`config.mk`:
```
export PLATFORM = sky130hd
export DESIGN_NAME = axil_reg_bank_flat
export DESIGN_NICKNAME = d
export VERILOG_FILES = /design/src/rtl/axil_reg_pkg.sv /design/src/rtl/axi_lite.sv /design/src/rtl/axil_reg_bank.sv /design/src/flat_wrapper.sv
export SDC_FILE = /design/constraint.sdc
export NUM_CORES = 1
export LEC_CHECK = 0
export BUFFER_PORTS_ARGS = -buffer_cell sky130_fd_sc_hd__buf_2
export CORE_AREA = 10 10 255 257
export CTS_BUF_LIST = sky130_fd_sc_hd__clkbuf_2
export DETAILED_ROUTE_END_ITERATION = 16
export DIE_AREA = 0 0 265 267
export SLEW_MARGIN = 0
export SYNTH_ARGS = -nofsm -noshare
export SYNTH_HDL_FRONTEND = slang
export SYNTH_SLANG_ARGS = --single-unit
```
`constraint.sdc`:
```
create_clock -name aclk -period 2.4 [get_ports aclk]
set_input_delay 0.36 -clock aclk [delete_from_list [all_inputs] [get_ports aclk]]
set_output_delay 0.36 -clock aclk [all_outputs]
set_load 0.005 [all_outputs]
```
`src/rtl/axil_reg_pkg.sv`:
```
// axil_reg_pkg: response codes, FSM state types and byte-merge helper for axil_reg_bank
package axil_reg_pkg;
  localparam logic [1:0] RESP_OKAY = 2'b00;
  localparam logic [1:0] RESP_SLVERR = 2'b10;
  typedef enum logic {W_IDLE, W_RESP} wr_state_t;
  typedef enum logic {R_IDLE, R_DATA} rd_state_t;
  function automatic logic [31:0] strb_merge(input logic [31:0] old, input logic [31:0] data, input logic [3:0] strb);
    strb_merge = old;
    for (int i = 0; i < 4; i++) if (strb[i]) strb_merge[8*i+:8] = data[8*i+:8];
  endfunction
endpackage

```
`src/rtl/axi_lite.sv`:
```
// axi_lite: AXI4-Lite bus bundle with master and slave views
interface axi_lite #(
  parameter int ADDR_WIDTH = 32,
  parameter int DATA_WIDTH = 32
);
  logic [ADDR_WIDTH-1:0] awaddr;
  logic [2:0] awprot;
  logic awvalid, awready;
  logic [DATA_WIDTH-1:0] wdata;
  logic [DATA_WIDTH/8-1:0] wstrb;
  logic wvalid, wready;
  logic [1:0] bresp;
  logic bvalid, bready;
  logic [ADDR_WIDTH-1:0] araddr;
  logic [2:0] arprot;
  logic arvalid, arready;
  logic [DATA_WIDTH-1:0] rdata;
  logic [1:0] rresp;
  logic rvalid, rready;
  modport master (
    output awaddr, awprot, awvalid, wdata, wstrb, wvalid, bready, araddr, arprot, arvalid, rready,
    input awready, wready, bresp, bvalid, arready, rdata, rresp, rvalid
  );
  modport slave (
    input awaddr, awprot, awvalid, wdata, wstrb, wvalid, bready, araddr, arprot, arvalid, rready,
    output awready, wready, bresp, bvalid, arready, rdata, rresp, rvalid
  );
endinterface

```
`src/rtl/axil_reg_bank.sv`:
```
// axil_reg_bank: AXI4-Lite slave exposing RW control registers and RO status registers
module axil_reg_bank
  import axil_reg_pkg::*;
#(
  parameter int ADDR_WIDTH = 32,
  parameter int DATA_WIDTH = 32,
  parameter int NUM_RW = 8,
  parameter int NUM_RO = 8,
  parameter logic [NUM_RW*32-1:0] RST_VAL = '0
) (
  input  logic aclk,
  input  logic aresetn,
  axi_lite.slave s_axil,
  output logic [NUM_RW*32-1:0] ctrl_o,
  output logic [NUM_RW-1:0] ctrl_wr_o,
  input  logic [NUM_RO*32-1:0] stat_i
);
  typedef logic [ADDR_WIDTH-3:0] idx_t;
  if (DATA_WIDTH != 32) begin : g_dw_chk
    $error("axil_reg_bank: DATA_WIDTH must be 32");
  end
  wr_state_t wst, wst_n;
  rd_state_t rdst, rdst_n;
  logic live, aw_held, w_held, aw_hs, w_hs, ar_hs, commit, rd_err;
  idx_t aw_idx, widx, ridx;
  logic [31:0] w_data, wd, rd_val;
  logic [3:0] w_strb, ws;
  logic [NUM_RW-1:0][31:0] ctrl;
  logic unused_ok;
  assign unused_ok = ^{s_axil.awprot, s_axil.arprot, s_axil.awaddr[1:0], s_axil.araddr[1:0]};
  assign ctrl_o = ctrl;
  // live keeps the readies low through reset and releases them one edge later
  always_comb begin
    s_axil.awready = live && wst == W_IDLE && !aw_held;
    s_axil.wready = live && wst == W_IDLE && !w_held;
    s_axil.arready = live && rdst == R_IDLE;
    aw_hs = s_axil.awvalid && s_axil.awready;
    w_hs = s_axil.wvalid && s_axil.wready;
    ar_hs = s_axil.arvalid && s_axil.arready;
    commit = live && wst == W_IDLE && (aw_held || aw_hs) && (w_held || w_hs);
    widx = aw_held ? aw_idx : s_axil.awaddr[ADDR_WIDTH-1:2];
    wd = w_held ? w_data : s_axil.wdata;
    ws = w_held ? w_strb : s_axil.wstrb;
    ridx = s_axil.araddr[ADDR_WIDTH-1:2];
    rd_err = ridx >= idx_t'(NUM_RW + NUM_RO);
    rd_val = '0;
    for (int k = 0; k < NUM_RW; k++) if (ridx == idx_t'(k)) rd_val = ctrl[k];
    for (int k = 0; k < NUM_RO; k++) if (ridx == idx_t'(NUM_RW + k)) rd_val = stat_i[32*k+:32];
    wst_n = commit ? W_RESP : (wst == W_RESP && s_axil.bready) ? W_IDLE : wst;
    rdst_n = ar_hs ? R_DATA : (rdst == R_DATA && s_axil.rready) ? R_IDLE : rdst;
  end
  always_ff @(posedge aclk) begin
    if (!aresetn) begin
      wst <= W_IDLE;
      rdst <= R_IDLE;
    end else begin
      wst <= wst_n;
      rdst <= rdst_n;
    end
  end
  always_ff @(posedge aclk) begin
    if (!aresetn) begin
      live <= 1'b0;
      aw_held <= 1'b0;
      w_held <= 1'b0;
      aw_idx <= '0;
      w_data <= '0;
      w_strb <= '0;
      ctrl <= RST_VAL;
      ctrl_wr_o <= '0;
      s_axil.bvalid <= 1'b0;
      s_axil.bresp <= RESP_OKAY;
      s_axil.rvalid <= 1'b0;
      s_axil.rresp <= RESP_OKAY;
      s_axil.rdata <= '0;
    end else begin
      live <= 1'b1;
      ctrl_wr_o <= '0;
      if (aw_hs) begin
        aw_held <= 1'b1;
        aw_idx <= s_axil.awaddr[ADDR_WIDTH-1:2];
      end
      if (w_hs) begin
        w_held <= 1'b1;
        w_data <= s_axil.wdata;
        w_strb <= s_axil.wstrb;
      end
      if (commit) begin
        s_axil.bvalid <= 1'b1;
        s_axil.bresp <= widx < idx_t'(NUM_RW) ? RESP_OKAY : RESP_SLVERR;
        for (int k = 0; k < NUM_RW; k++) begin
          if (widx == idx_t'(k)) begin
            ctrl[k] <= strb_merge(ctrl[k], wd, ws);
            ctrl_wr_o[k] <= 1'b1;
          end
        end
      end else if (wst == W_RESP && s_axil.bready) begin
        s_axil.bvalid <= 1'b0;
        aw_held <= 1'b0;
        w_held <= 1'b0;
      end
      // read data is captured at acceptance so it never sees a same-cycle write
      if (ar_hs) begin
        s_axil.rvalid <= 1'b1;
        s_axil.rdata <= rd_val;
        s_axil.rresp <= rd_err ? RESP_SLVERR : RESP_OKAY;
      end else if (rdst == R_DATA && s_axil.rready) begin
        s_axil.rvalid <= 1'b0;
      end
    end
  end
endmodule

```
`src/flat_wrapper.sv`:
```
// flat-port wrapper written by rule: the top's interface ports become plain ports
module axil_reg_bank_flat import axil_reg_pkg::*;
#(
  parameter int ADDR_WIDTH = 32,
  parameter int DATA_WIDTH = 32,
  parameter int NUM_RW = 8,
  parameter int NUM_RO = 8,
  parameter logic [NUM_RW*32-1:0] RST_VAL = '0
)
  (aclk, aresetn, ctrl_o, ctrl_wr_o, stat_i, s_axil_awaddr, s_axil_awprot, s_axil_awvalid, s_axil_wdata, s_axil_wstrb, s_axil_wvalid, s_axil_bready, s_axil_araddr, s_axil_arprot, s_axil_arvalid, s_axil_rready, s_axil_awready, s_axil_wready, s_axil_bresp, s_axil_bvalid, s_axil_arready, s_axil_rdata, s_axil_rresp, s_axil_rvalid);
  axi_lite #(.ADDR_WIDTH(ADDR_WIDTH), .DATA_WIDTH(DATA_WIDTH)) s_axil_i ();
  input  logic aclk;
  input  logic aresetn;
  output logic [NUM_RW*32-1:0] ctrl_o;
  output logic [NUM_RW-1:0] ctrl_wr_o;
  input  logic [NUM_RO*32-1:0] stat_i;
  input wire logic [$bits(s_axil_i.awaddr)-1:0] s_axil_awaddr;
  input wire logic [$bits(s_axil_i.awprot)-1:0] s_axil_awprot;
  input wire logic [$bits(s_axil_i.awvalid)-1:0] s_axil_awvalid;
  input wire logic [$bits(s_axil_i.wdata)-1:0] s_axil_wdata;
  input wire logic [$bits(s_axil_i.wstrb)-1:0] s_axil_wstrb;
  input wire logic [$bits(s_axil_i.wvalid)-1:0] s_axil_wvalid;
  input wire logic [$bits(s_axil_i.bready)-1:0] s_axil_bready;
  input wire logic [$bits(s_axil_i.araddr)-1:0] s_axil_araddr;
  input wire logic [$bits(s_axil_i.arprot)-1:0] s_axil_arprot;
  input wire logic [$bits(s_axil_i.arvalid)-1:0] s_axil_arvalid;
  input wire logic [$bits(s_axil_i.rready)-1:0] s_axil_rready;
  output wire logic [$bits(s_axil_i.awready)-1:0] s_axil_awready;
  output wire logic [$bits(s_axil_i.wready)-1:0] s_axil_wready;
  output wire logic [$bits(s_axil_i.bresp)-1:0] s_axil_bresp;
  output wire logic [$bits(s_axil_i.bvalid)-1:0] s_axil_bvalid;
  output wire logic [$bits(s_axil_i.arready)-1:0] s_axil_arready;
  output wire logic [$bits(s_axil_i.rdata)-1:0] s_axil_rdata;
  output wire logic [$bits(s_axil_i.rresp)-1:0] s_axil_rresp;
  output wire logic [$bits(s_axil_i.rvalid)-1:0] s_axil_rvalid;
  assign s_axil_i.awaddr = s_axil_awaddr;
  assign s_axil_i.awprot = s_axil_awprot;
  assign s_axil_i.awvalid = s_axil_awvalid;
  assign s_axil_i.wdata = s_axil_wdata;
  assign s_axil_i.wstrb = s_axil_wstrb;
  assign s_axil_i.wvalid = s_axil_wvalid;
  assign s_axil_i.bready = s_axil_bready;
  assign s_axil_i.araddr = s_axil_araddr;
  assign s_axil_i.arprot = s_axil_arprot;
  assign s_axil_i.arvalid = s_axil_arvalid;
  assign s_axil_i.rready = s_axil_rready;
  assign s_axil_awready = s_axil_i.awready;
  assign s_axil_wready = s_axil_i.wready;
  assign s_axil_bresp = s_axil_i.bresp;
  assign s_axil_bvalid = s_axil_i.bvalid;
  assign s_axil_arready = s_axil_i.arready;
  assign s_axil_rdata = s_axil_i.rdata;
  assign s_axil_rresp = s_axil_i.rresp;
  assign s_axil_rvalid = s_axil_i.rvalid;
  axil_reg_bank #(.ADDR_WIDTH(ADDR_WIDTH), .DATA_WIDTH(DATA_WIDTH), .NUM_RW(NUM_RW), .NUM_RO(NUM_RO), .RST_VAL(RST_VAL)) u_core (.aclk(aclk), .aresetn(aresetn), .s_axil(s_axil_i), .ctrl_o(ctrl_o), .ctrl_wr_o(ctrl_wr_o), .stat_i(stat_i));
endmodule
```
==> results_dict.tcl, run 1 <==
set metrics [dict create \
    status "finished, violations left" \
    violations "negative setup slack" \
    powerDensity_mw_per_mm2 453.8 \
    synth_xor_area_frac 0 \
    routed_wl_mm 117.4 \
    synth-compound-area-share 0.1467 \
    cts_sinks 369 \
    async_flop_share 0 \
    clk_pin_slew_ns 0.10 \
    io_pins 674 \
    dr.pass1.iters 6 \
    crit_slowest_cell "dlygate4sd3_1" \
    clock_skew_ns 0.08509 \
    grt_max_degree 61 \
    cts-htree-levels 3 \
    path_buf_inv 5 \
    holdCritStartpoint "s_axil_araddr[28]" \
    crit_type "in -> reg" \
    route.detailed.drc 0 \
    whs_ns 0.1475 \
    cp_top_family "buffers and inverters" \
    numPortBuffers 661 \
    cp_common_cell "dlygate4sd3_1" \
    crit_fanout 11 \
    utilization 0.4961 \
    fin_cells 4197 \
    yosys-top-cells-area "dfxtp_1 (39%), mux2i_1 (15%), nand2_1 (9.9%)" \
    path_cells "buf_2 > nor4_4 > nand4_2 > buf_4 > nor3_4 > buf_12 > o21a_1 > o21ai_0 > dlygate4sd3_1 > a32o_1 > dlygate4sd3_1" \
    synth_seq_cells 369 \
    first_iter_violations 1856 \
    setup_slack_ns -0.02475 \
    leakagePower_nw 14.20 \
    r2r_start "u_core.aw_idx[8]" \
    ys_types 80 \
    rsz0062_at_grt "true" \
    ant_nets 0 \
    vias 22720 \
    design_area_mm2 0.02972 \
    slew_viol_final 0 \
    post_synth.cell_area_avg_um2 9.114 \
    synth_area_leader_cell "dfxtp_1" \
    area_delta_synth_final_pct 56.48 \
    fp.dieH_um 267 \
    synth_area_mm2 0.01899 \
    clock-root-buffer "clkbuf_2" \
    place_inst 3580 \
    rrSetupSlack_ns 0.04 \
    wl_per_cell_um 27.98 \
    place_ws_ns -0.3318 \
    setup_violations 1 \
    total_power_mw 13.49 \
    critical-path-max-stage-delay_ns 0.58 \
    grt_pass1_vias 23350 \
    design.core.area_mm2 0.05991 \
    clk-insertion-delay-late_ns 1.19 \
    placed_area_mm2 0.02457 \
    synth_top_family_by_area "multiplexers" \
    relSlewSlack 0.3029 \
    die_area_mm2 0.07076 \
    max_clock_freq_ghz 0.4124 \
    post-route-period-util 1.010 \
    arrival_ns 3.44 \
    via_per_inst 5.414 \
    synth-simple-area-share 0.1965 \
    drive_gt1_frac 0.3679 \
    synth-edff-count 0 \
    grt-ovfl-total 0 \
    synth_top_area_share 0.3889 \
    worstHoldPathType "in -> reg" \
    cp.required_ns 3.42 \
    crit_path_start_kind "input port" \
    synth_warnings 0 \
    irDropWorstVdd_mv 0.3045 \
    cts_tree "done" \
    end_kind "register" \
    fp-row-count 90 \
    syn_inst 2084 \
    place.gp.congestion 0.9778 \
    fin_tns_setup_ns -0.02475 \
    grt_pass1_wl_mm 163.6 \
    synth_fa_ha_area_frac 0 \
    period_minus_slack_ns 2.425 \
    antenna_found_initial 48 \
    die_w_um 265 \
    grt_usage 0.3160 \
    start_util 0.3171 \
    cp-startpoint "s_axil_araddr[18]" \
    synthMuxAreaShare 0.2282 \
    clockBufferDepth 3 \
    final_hold_viol_count 0 \
    max_cap_viol_count 0 \
    synth_flop_cell "dfxtp_1" \
    dp_hpwl_mm 90.65 \
    cts_buffers 103 \
    tightest_slew_ns 1.043 \
    ys_seq_area_frac 0.3889 \
    nNetsFinal 3670 \
]
cell usage in the layout, fill, tap and decap left out, types with 22 or more instances in the layout:
cell type	n
o221ai_1	24
buf_2	658
mux2i_1	277
nand3_4	32
o21ai_0	58
buf_12	29
mux2_2	61
o22ai_1	27
clkinv_1	22
a21oi_1	137
dfxtp_1	360
diode_2	34
dlygate4sd3_1	386
buf_4	186
nor2_1	61
clkbuf_2	158
nand2_1	502
mux4_2	38
cell families after synthesis:
| kind of cell | after synthesis |
|---|---|
| compound gates | 417 |
| buf+inv | 172 |
| flops | 369 |
| mux | 378 |
| other cells | 1 |
| simple gates | 747 |
power breakdown:
group | internal [mW] | switching, mW
clock | 1.85 | 2.95
combinational | 1.15 | 1.26
sequential | 6.21 | 0.0588
cell usage after synthesis (10+ instances only):
master	number
nand2_1	502
dfxtp_1	369
mux2i_1	279
a21oi_1	137
clkbuf_1	97
nor2_1	65
o21ai_0	62
mux2_2	61
buf_2	47
mux4_2	38
nand3_4	32
o22ai_1	27
o221ai_1	25
a22oi_1	21
nand3_1	21
nor3_1	21
inv_1	16
a31oi_1	14
nor2b_1	13
nor4_1	13
a211oi_1	12
o211ai_1	10
layout make-up:
type | instances | area, µm²
Timing Repair Buffer | 1267 | 9276
Clock inverter | 27 | 141.4
Antenna cell | 34 | 85.08
Sequential cell | 369 | 7406
Multi-Input combinational cell | 1544 | 10980
Clock buffer | 158 | 790.8
Fill cell | 5772 | 30190
Tap cell | 782 | 978.4
Inverter | 16 | 60.06
worst paths after layout:
kind | endpoint | cells after the start
worst max-delay path | u_core.s_axil.rdata[9] | 11
worst min-delay path | u_core.s_axil.rdata[4] | 8
worst max register to register | u_core.ctrl_o[208] | 8
worst min register to register | u_core.w_data[3] | 2
sequential cells by signal, indices dropped and copies added, names as in the netlist:
name / count
u_core.w_held: 1
u_core.ctrl_o: 256
u_core.ctrl_wr_o: 8
u_core.s_axil.bvalid: 1
u_core.s_axil.bresp: 1
u_core.live: 1
u_core.s_axil.rresp: 1
u_core.s_axil.rvalid: 1
u_core.aw_held: 1
u_core.aw_idx: 30
u_core.s_axil.rdata: 32
u_core.w_data: 32
u_core.w_strb: 4
worst reg2reg max path: stages, from the launching register on:
cell      delay, ns
dfxtp_1        0.35
nor4_1         0.34
nand4b_1       0.15
a222oi_1       0.27
buf_4          0.19
and2b_4        0.22
buf_12         0.16
nand3_4        0.24
mux2i_2        0.24
what timing repair did:
item	4_1_cts	5_1_grt
buffers inserted	5	4
hold buffers	385	3
pin swaps	1	11
endpoints found under the hold margin	369	2
cloned	1	2
endpoints found under the setup margin	28	176
resized for setup	18	19
routing by layer:
metal  wire (µm)  GRT usage
met5          88          0
met4        7746     0.2061
met3       10290     0.1024
met2       57380     0.5435
met1       41930     0.3287
Power figures use the tool's default switching activity.
==> inputs of run 2 (changes only) <==
--- a/config.mk
+++ b/config.mk
@@ -5,11 +5,15 @@
 export SDC_FILE = /design/constraint.sdc
 export NUM_CORES = 1
 export LEC_CHECK = 0
-export BUFFER_PORTS_ARGS = -buffer_cell sky130_fd_sc_hd__buf_2
-export CORE_AREA = 10 10 255 257
+export BUFFER_PORTS_ARGS = -buffer_cell sky130_fd_sc_hd__buf_4
+export CELL_PAD_IN_SITES_DETAIL_PLACEMENT = 2
+export CELL_PAD_IN_SITES_GLOBAL_PLACEMENT = 2
+export CORE_ASPECT_RATIO = 2
+export CORE_MARGIN = 10
+export CORE_UTILIZATION = 30
 export CTS_BUF_LIST = sky130_fd_sc_hd__clkbuf_2
 export DETAILED_ROUTE_END_ITERATION = 16
-export DIE_AREA = 0 0 265 267
+export PLACE_DENSITY_LB_ADDON = 0.1
 export SLEW_MARGIN = 0
 export SYNTH_ARGS = -nofsm -noshare
 export SYNTH_HDL_FRONTEND = slang
==> results_dict.tcl, run 2 (synthesis results as in run 1) <==
set metrics [dict create \
    r2r_cells 10 \
    arrival_ns 3.58 \
    powerDensity_mw_per_mm2 445.9 \
    grt_pass1_vias 25510 \
    multi_input_area_mm2 0.01110 \
    crit_fanout 6 \
    numPortBuffers 661 \
    irDropWorstVdd_mv 0.3379 \
    clk_pin_slew_ns 0.13 \
    grt_usage 0.3415 \
    final-seq-area_mm2 0.007400 \
    post-route-period-util 1.110 \
    clock-root-buffer "clkbuf_2" \
    ant_nets 0 \
    violations "negative setup slack" \
    r2r-end "u_core.ctrl_o[42]" \
    layout_commonest_cell "buf_4" \
    die_area_mm2 0.07439 \
    holdPathEnd "u_core.s_axil.rdata[30]" \
    path_buf_inv 7 \
    via_per_inst 5.479 \
    area_delta_synth_final_pct 61.41 \
    fp-row-count 130 \
    r2r_start "u_core.aw_idx[13]" \
    start_util 0.3025 \
    crit_path_start_kind "input port" \
    io_pins 674 \
    relSlewSlack 0.3911 \
    wl_per_cell_um 32.48 \
    cts-htree-levels 3 \
    vias 22330 \
    layout_common_cells "buf_4 (824), nand2_1 (498), dfxtp_1 (361), dlygate4sd3_1 (298), mux2i_1 (279)" \
    fin_tns_setup_ns -37.72 \
    nNetsFinal 3571 \
    cp.required_ns 3.32 \
    routed_wl_mm 132.4 \
    largest_register_ffs 256 \
    worstHoldPathType "in -> reg" \
    whs_ns 0.03954 \
    leakagePower_nw 14.18 \
    grt_max_degree 69 \
    place.gp.congestion 0.9236 \
    worstHoldPathCells 5 \
    path_cells "dlygate4sd3_1 > buf_4 > dlygate4sd3_1 > nor2_1 > nand4_1 > a222oi_1 > buf_4 > and2_4 > buf_12 > buf_12 > nand3_4 > buf_12 > mux2i_1" \
    critical-path-max-stage-delay_ns 0.59 \
    setup_slack_ns -0.2636 \
    crit_type "in -> reg" \
    final_hold_viol_count 0 \
    first_iter_violations 1111 \
    slew_viol_final 0 \
    status "finished, violations left" \
    die_w_um 197.9 \
    grt-ovfl-total 0 \
    cp_top_family "buffers and inverters" \
    dr.pass1.iters 5 \
    clockBufferDepth 3 \
    max_clock_freq_ghz 0.3754 \
    crit_slowest_cell "dlygate4sd3_1" \
    cts_buffers 92 \
    holdCritStartpoint "stat_i[126]" \
    setup_violations 263 \
    cp_common_cell "buf_12" \
    drive_gt1_frac 0.3757 \
    cts_tree "done" \
    rsz0062_at_grt "true" \
    max_cap_viol_count 0 \
    end_kind "register" \
    antenna_found_initial 28 \
    cts_sinks 369 \
    dp_hpwl_mm 98.94 \
    rrSetupSlack_ns -0.19 \
    fillCellCount 6716 \
    clock_skew_ns 0.09428 \
    period_minus_slack_ns 2.664 \
    design.core.area_mm2 0.06279 \
    grt_pass1_wl_mm 185.5 \
    fp.dieH_um 375.9 \
    route.detailed.drc 0 \
    clk-insertion-delay-late_ns 1.11 \
    tightest_slew_ns 0.9133 \
]
[run 2: cell types whose count changed in the layout (fill, tap and decap cells not counted), sizes merged]
cell,before,now
buf,878,880
bufbuf,1,0
bufinv,1,4
clkbuf,160,123
clkinv,23,33
clkinvlp,2,0
diode,34,15
dlygate4sd3,386,298
dlymetal6s4s,0,1
[run 2: worst register-to-register path, stage by stage (launching register included)]
cell	delay [ns]
dfxtp_2	0.37
nor4_4	0.28
nand4_1	0.25
a222oi_1	0.42
buf_4	0.21
and2_4	0.18
buf_12	0.13
buf_12	0.13
nand3_4	0.11
buf_12	0.21
mux2i_1	0.13
[run 2: worst max path at each step]
stage / start / endpoint / slack, ns / depth (start not counted)
6_report: s_axil_awaddr[18] / u_core.ctrl_o[42] / -0.26 / 13
5_1_grt: u_core.aw_idx[13] / u_core.ctrl_o[174] / -0.25 / 9
4_1_cts: u_core.aw_idx[13] / u_core.ctrl_o[103] / -0.09 / 8
3_5_place_dp: s_axil_araddr[21] / u_core.s_axil.rdata[9] / -0.29 / 10
3_3_place_gp: s_axil_araddr[21] / u_core.s_axil.rdata[9] / -0.27 / 10
2_1_floorplan: s_axil_araddr[18] / u_core.s_axil.rdata[9] / 0.30 / 7
[run 2: metrics by stage]
stage	cells	utilization	instance area, µm²	setup slack (ns)	power [mW]
final	4076	0.4883	30660	-0.2636	13.67
after global placement	3585	0.4186	26280	-0.2653	8.417
after floorplan	2085	-	19000	0.3029	7.252
after detailed placement	3585	0.4186	26280	-0.2895	8.476
after global routing	4072	0.4882	30650	-0.2499	14.27
after CTS	4049	0.4824	30290	-0.09411	13.63
[run 2: timing repair]
item                                    in CTS  in global routing
endpoints found under the setup margin     267                280
cloned                                       1                  0
gates resized for setup                     26                 47
pin swaps                                    9                 19
endpoints found under the hold margin      366                  1
hold buffers                               298                  2
setup buffers                                6                 11
[run 2: area by class of cell]
cell class              instances  share of cell area
flip-flops and latches        369              0.2413
inverters                      16            0.002000
repair buffers               1179              0.3325
multi-input cells            1544              0.3621
clock buffers                 123             0.02008
clock inverters                38            0.008488
diodes                         15            0.001224
well taps                     792             0.03232
[run 2: power by group]
group / internal, mW / total (mW) / leakage [nW] / switching [mW]
registers: 6.21 / 6.28 / 2.99 / 0.0700
clock network: 1.84 / 4.81 / 0.636 / 2.97
logic: 1.25 / 2.58 / 10.6 / 1.34
[run 2: per-layer routing]
metal / part of all wire / track usage
met1: 0.34 / 0.3304
met2: 0.50 / 0.6045
met3: 0.088 / 0.1196
met4: 0.067 / 0.2163
met5: 0.00081 / 0
==> inputs of run 3 (changes only) <==
--- a/config.mk
+++ b/config.mk
@@ -6,14 +6,10 @@
 export NUM_CORES = 1
 export LEC_CHECK = 0
 export BUFFER_PORTS_ARGS = -buffer_cell sky130_fd_sc_hd__buf_4
-export CELL_PAD_IN_SITES_DETAIL_PLACEMENT = 2
-export CELL_PAD_IN_SITES_GLOBAL_PLACEMENT = 2
-export CORE_ASPECT_RATIO = 2
-export CORE_MARGIN = 10
-export CORE_UTILIZATION = 30
+export CORE_AREA = 10 10 255 257
 export CTS_BUF_LIST = sky130_fd_sc_hd__clkbuf_2
 export DETAILED_ROUTE_END_ITERATION = 16
-export PLACE_DENSITY_LB_ADDON = 0.1
+export DIE_AREA = 0 0 265 267
 export SLEW_MARGIN = 0
 export SYNTH_ARGS = -nofsm -noshare
 export SYNTH_HDL_FRONTEND = slang
==> results_dict.tcl, run 3 (synthesis results as in run 1) <==
set metrics [dict create \
    status "finished clean" \
    clkPwrFrac 0.342 \
    grt_pass1_wl_mm 163.6 \
    vias 22460 \
    grt_max_degree 52 \
    clock-root-buffer "clkbuf_2" \
    numPortBuffers 661 \
    route.detailed.drc 0 \
    placed_area_mm2 0.02617 \
    fin_tns_setup_ns 0 \
    start_util 0.3171 \
    grt_pass1_vias 23230 \
    worstHoldPathCells 6 \
    post-route-period-util 0.9802 \
    r2r_start "u_core.live" \
    die_area_mm2 0.07076 \
    cp_top_family "buffers and inverters" \
    path_cells "buf_4 > nor4_2 > buf_4 > and4_1 > buf_4 > nand3_1 > buf_12 > buf_4 > o22ai_1 > dlygate4sd3_1 > nor3_1 > o2bb2ai_1 > dlygate4sd3_1" \
    crit_type "in -> reg" \
    cts_tree "done" \
    cts_sinks 369 \
    cp_common_cell "buf_4" \
    arrival_ns 3.38 \
    cts_buffers 104 \
    max_cap_viol_count 0 \
    crit_slowest_cell "dlygate4sd3_1" \
    power.net_switching_mw 4.211 \
    p_seq_frac 0.464 \
    place.gp.congestion 0.9705 \
    largest_register_ffs 256 \
    tightest_slew_ns 1.027 \
    nNetsFinal 3677 \
    antenna_found_initial 36 \
    ant_nets 0 \
    clk-insertion-delay-late_ns 1.16 \
    die_w_um 265 \
    design_area_mm2 0.03151 \
    holdCritStartpoint "s_axil_araddr[3]" \
    worstHoldPathType "in -> reg" \
    fin_cells 4195 \
    setup_violations 0 \
    crit_path_start_kind "input port" \
    layout_common_cells "buf_4 (830), nand2_1 (502), dlygate4sd3_1 (401), dfxtp_1 (361), mux2i_1 (279)" \
    cp.required_ns 3.43 \
    powerDensity_mw_per_mm2 429.0 \
    clockBufferDepth 3 \
    period_minus_slack_ns 2.353 \
    relSlewSlack 0.3140 \
    combPwrFrac 0.194 \
    drive_gt1_frac 0.3642 \
    design.core.area_mm2 0.05991 \
    fp.dieH_um 267 \
    wl_per_cell_um 28.07 \
    crit_fanout 12 \
    area_delta_synth_final_pct 65.88 \
    via_per_inst 5.355 \
    final_hold_viol_count 0 \
    power_switching_share 0.3116 \
    layout_commonest_cell "buf_4" \
    cts-htree-levels 3 \
    setup_slack_ns 0.04747 \
    routed_wl_mm 117.7 \
    rsz0062_at_grt "true" \
    path_buf_inv 7 \
    io_pins 674 \
    clock_skew_ns 0.08570 \
    cp.depth 13 \
    grt_usage 0.3163 \
    slew_viol_final 0 \
    cp-startpoint "s_axil_araddr[11]" \
    critical-path-max-stage-delay_ns 0.57 \
    dp_hpwl_mm 90.85 \
    clk_pin_slew_ns 0.13 \
    fp-row-count 90 \
    max_clock_freq_ghz 0.4251 \
    r2r_cells 7 \
    place_inst 3569 \
    leakagePower_nw 14.50 \
    irDropWorstVdd_mv 0.2573 \
    p_int_mw 9.306 \
    end_kind "register" \
    first_iter_violations 1814 \
    place_ws_ns -0.4137 \
    rrSetupSlack_ns 0.07 \
    dr.pass1.iters 8 \
    grt-ovfl-total 0 \
]
## run 3: metrics by stage
step                hold slack, ns  utilization  power (mW)
global route               0.08556       0.5258       14.07
CTS                       0.007370       0.5204       13.56
floorplan                   0.3877            -       7.252
global placement            0.4377       0.4369       8.391
detailed placement          0.4433       0.4369       8.424
finish                      0.1396       0.5259       13.52
## run 3: power by group through the flow
stage / registers, mW / clock network [mW] / logic [mW]
finish: 6.27 / 4.63 / 2.62
global route: 6.28 / 5.04 / 2.75
CTS: 6.26 / 4.75 / 2.55
detailed placement: 6.40 / 0 / 2.02
global placement: 6.40 / 0 / 1.99
floorplan: 6.39 / 0 / 0.864
## run 3: worst min-delay path, cell delays in order
cell	delay, ns
buf_6	0.15
buf_12	0.18
buf_4	0.16
o21ai_0	0.16
a21o_1	0.13
a21oi_1	0.08
## run 3: final timing paths
| path | end |
|---|---|
| worst max register to register | u_core.aw_idx[2] |
| worst min-delay path | u_core.s_axil.rdata[7] |
| worst min register to register | u_core.w_data[8] |
| worst max-delay path | u_core.s_axil.rdata[25] |
## run 3: cell type report
type                    count  area, µm²
fillers                  5569      28400
repair buffers           1273      11060
multi-input cells        1544      11030
flip-flops and latches    369       7407
well taps                 782      978.4
clock buffers             147      735.7
clock inverters            31      153.9
diodes                     33      82.58
inverters                  16      60.06
## run 3: timing repair
| item | in CTS | in global routing |
|---|---|---|
| setup buffers | 3 | 7 |
| gates resized for setup | 19 | 31 |
| pin swaps | 1 | 17 |
| setup endpoints to repair | 50 | 275 |
| hold buffers | 399 | 6 |
| hold endpoints to repair | 369 | 2 |
| gates cloned | 1 | 2 |
## run 3: per-layer routing
metal	vias up	share of wire	global-route usage
met5	-	0.00038	0
met2	1134	0.49	0.5402
li1	10080	-	-
met1	10930	0.37	0.3416
met3	315	0.081	0.09074
met4	6	0.062	0.1993
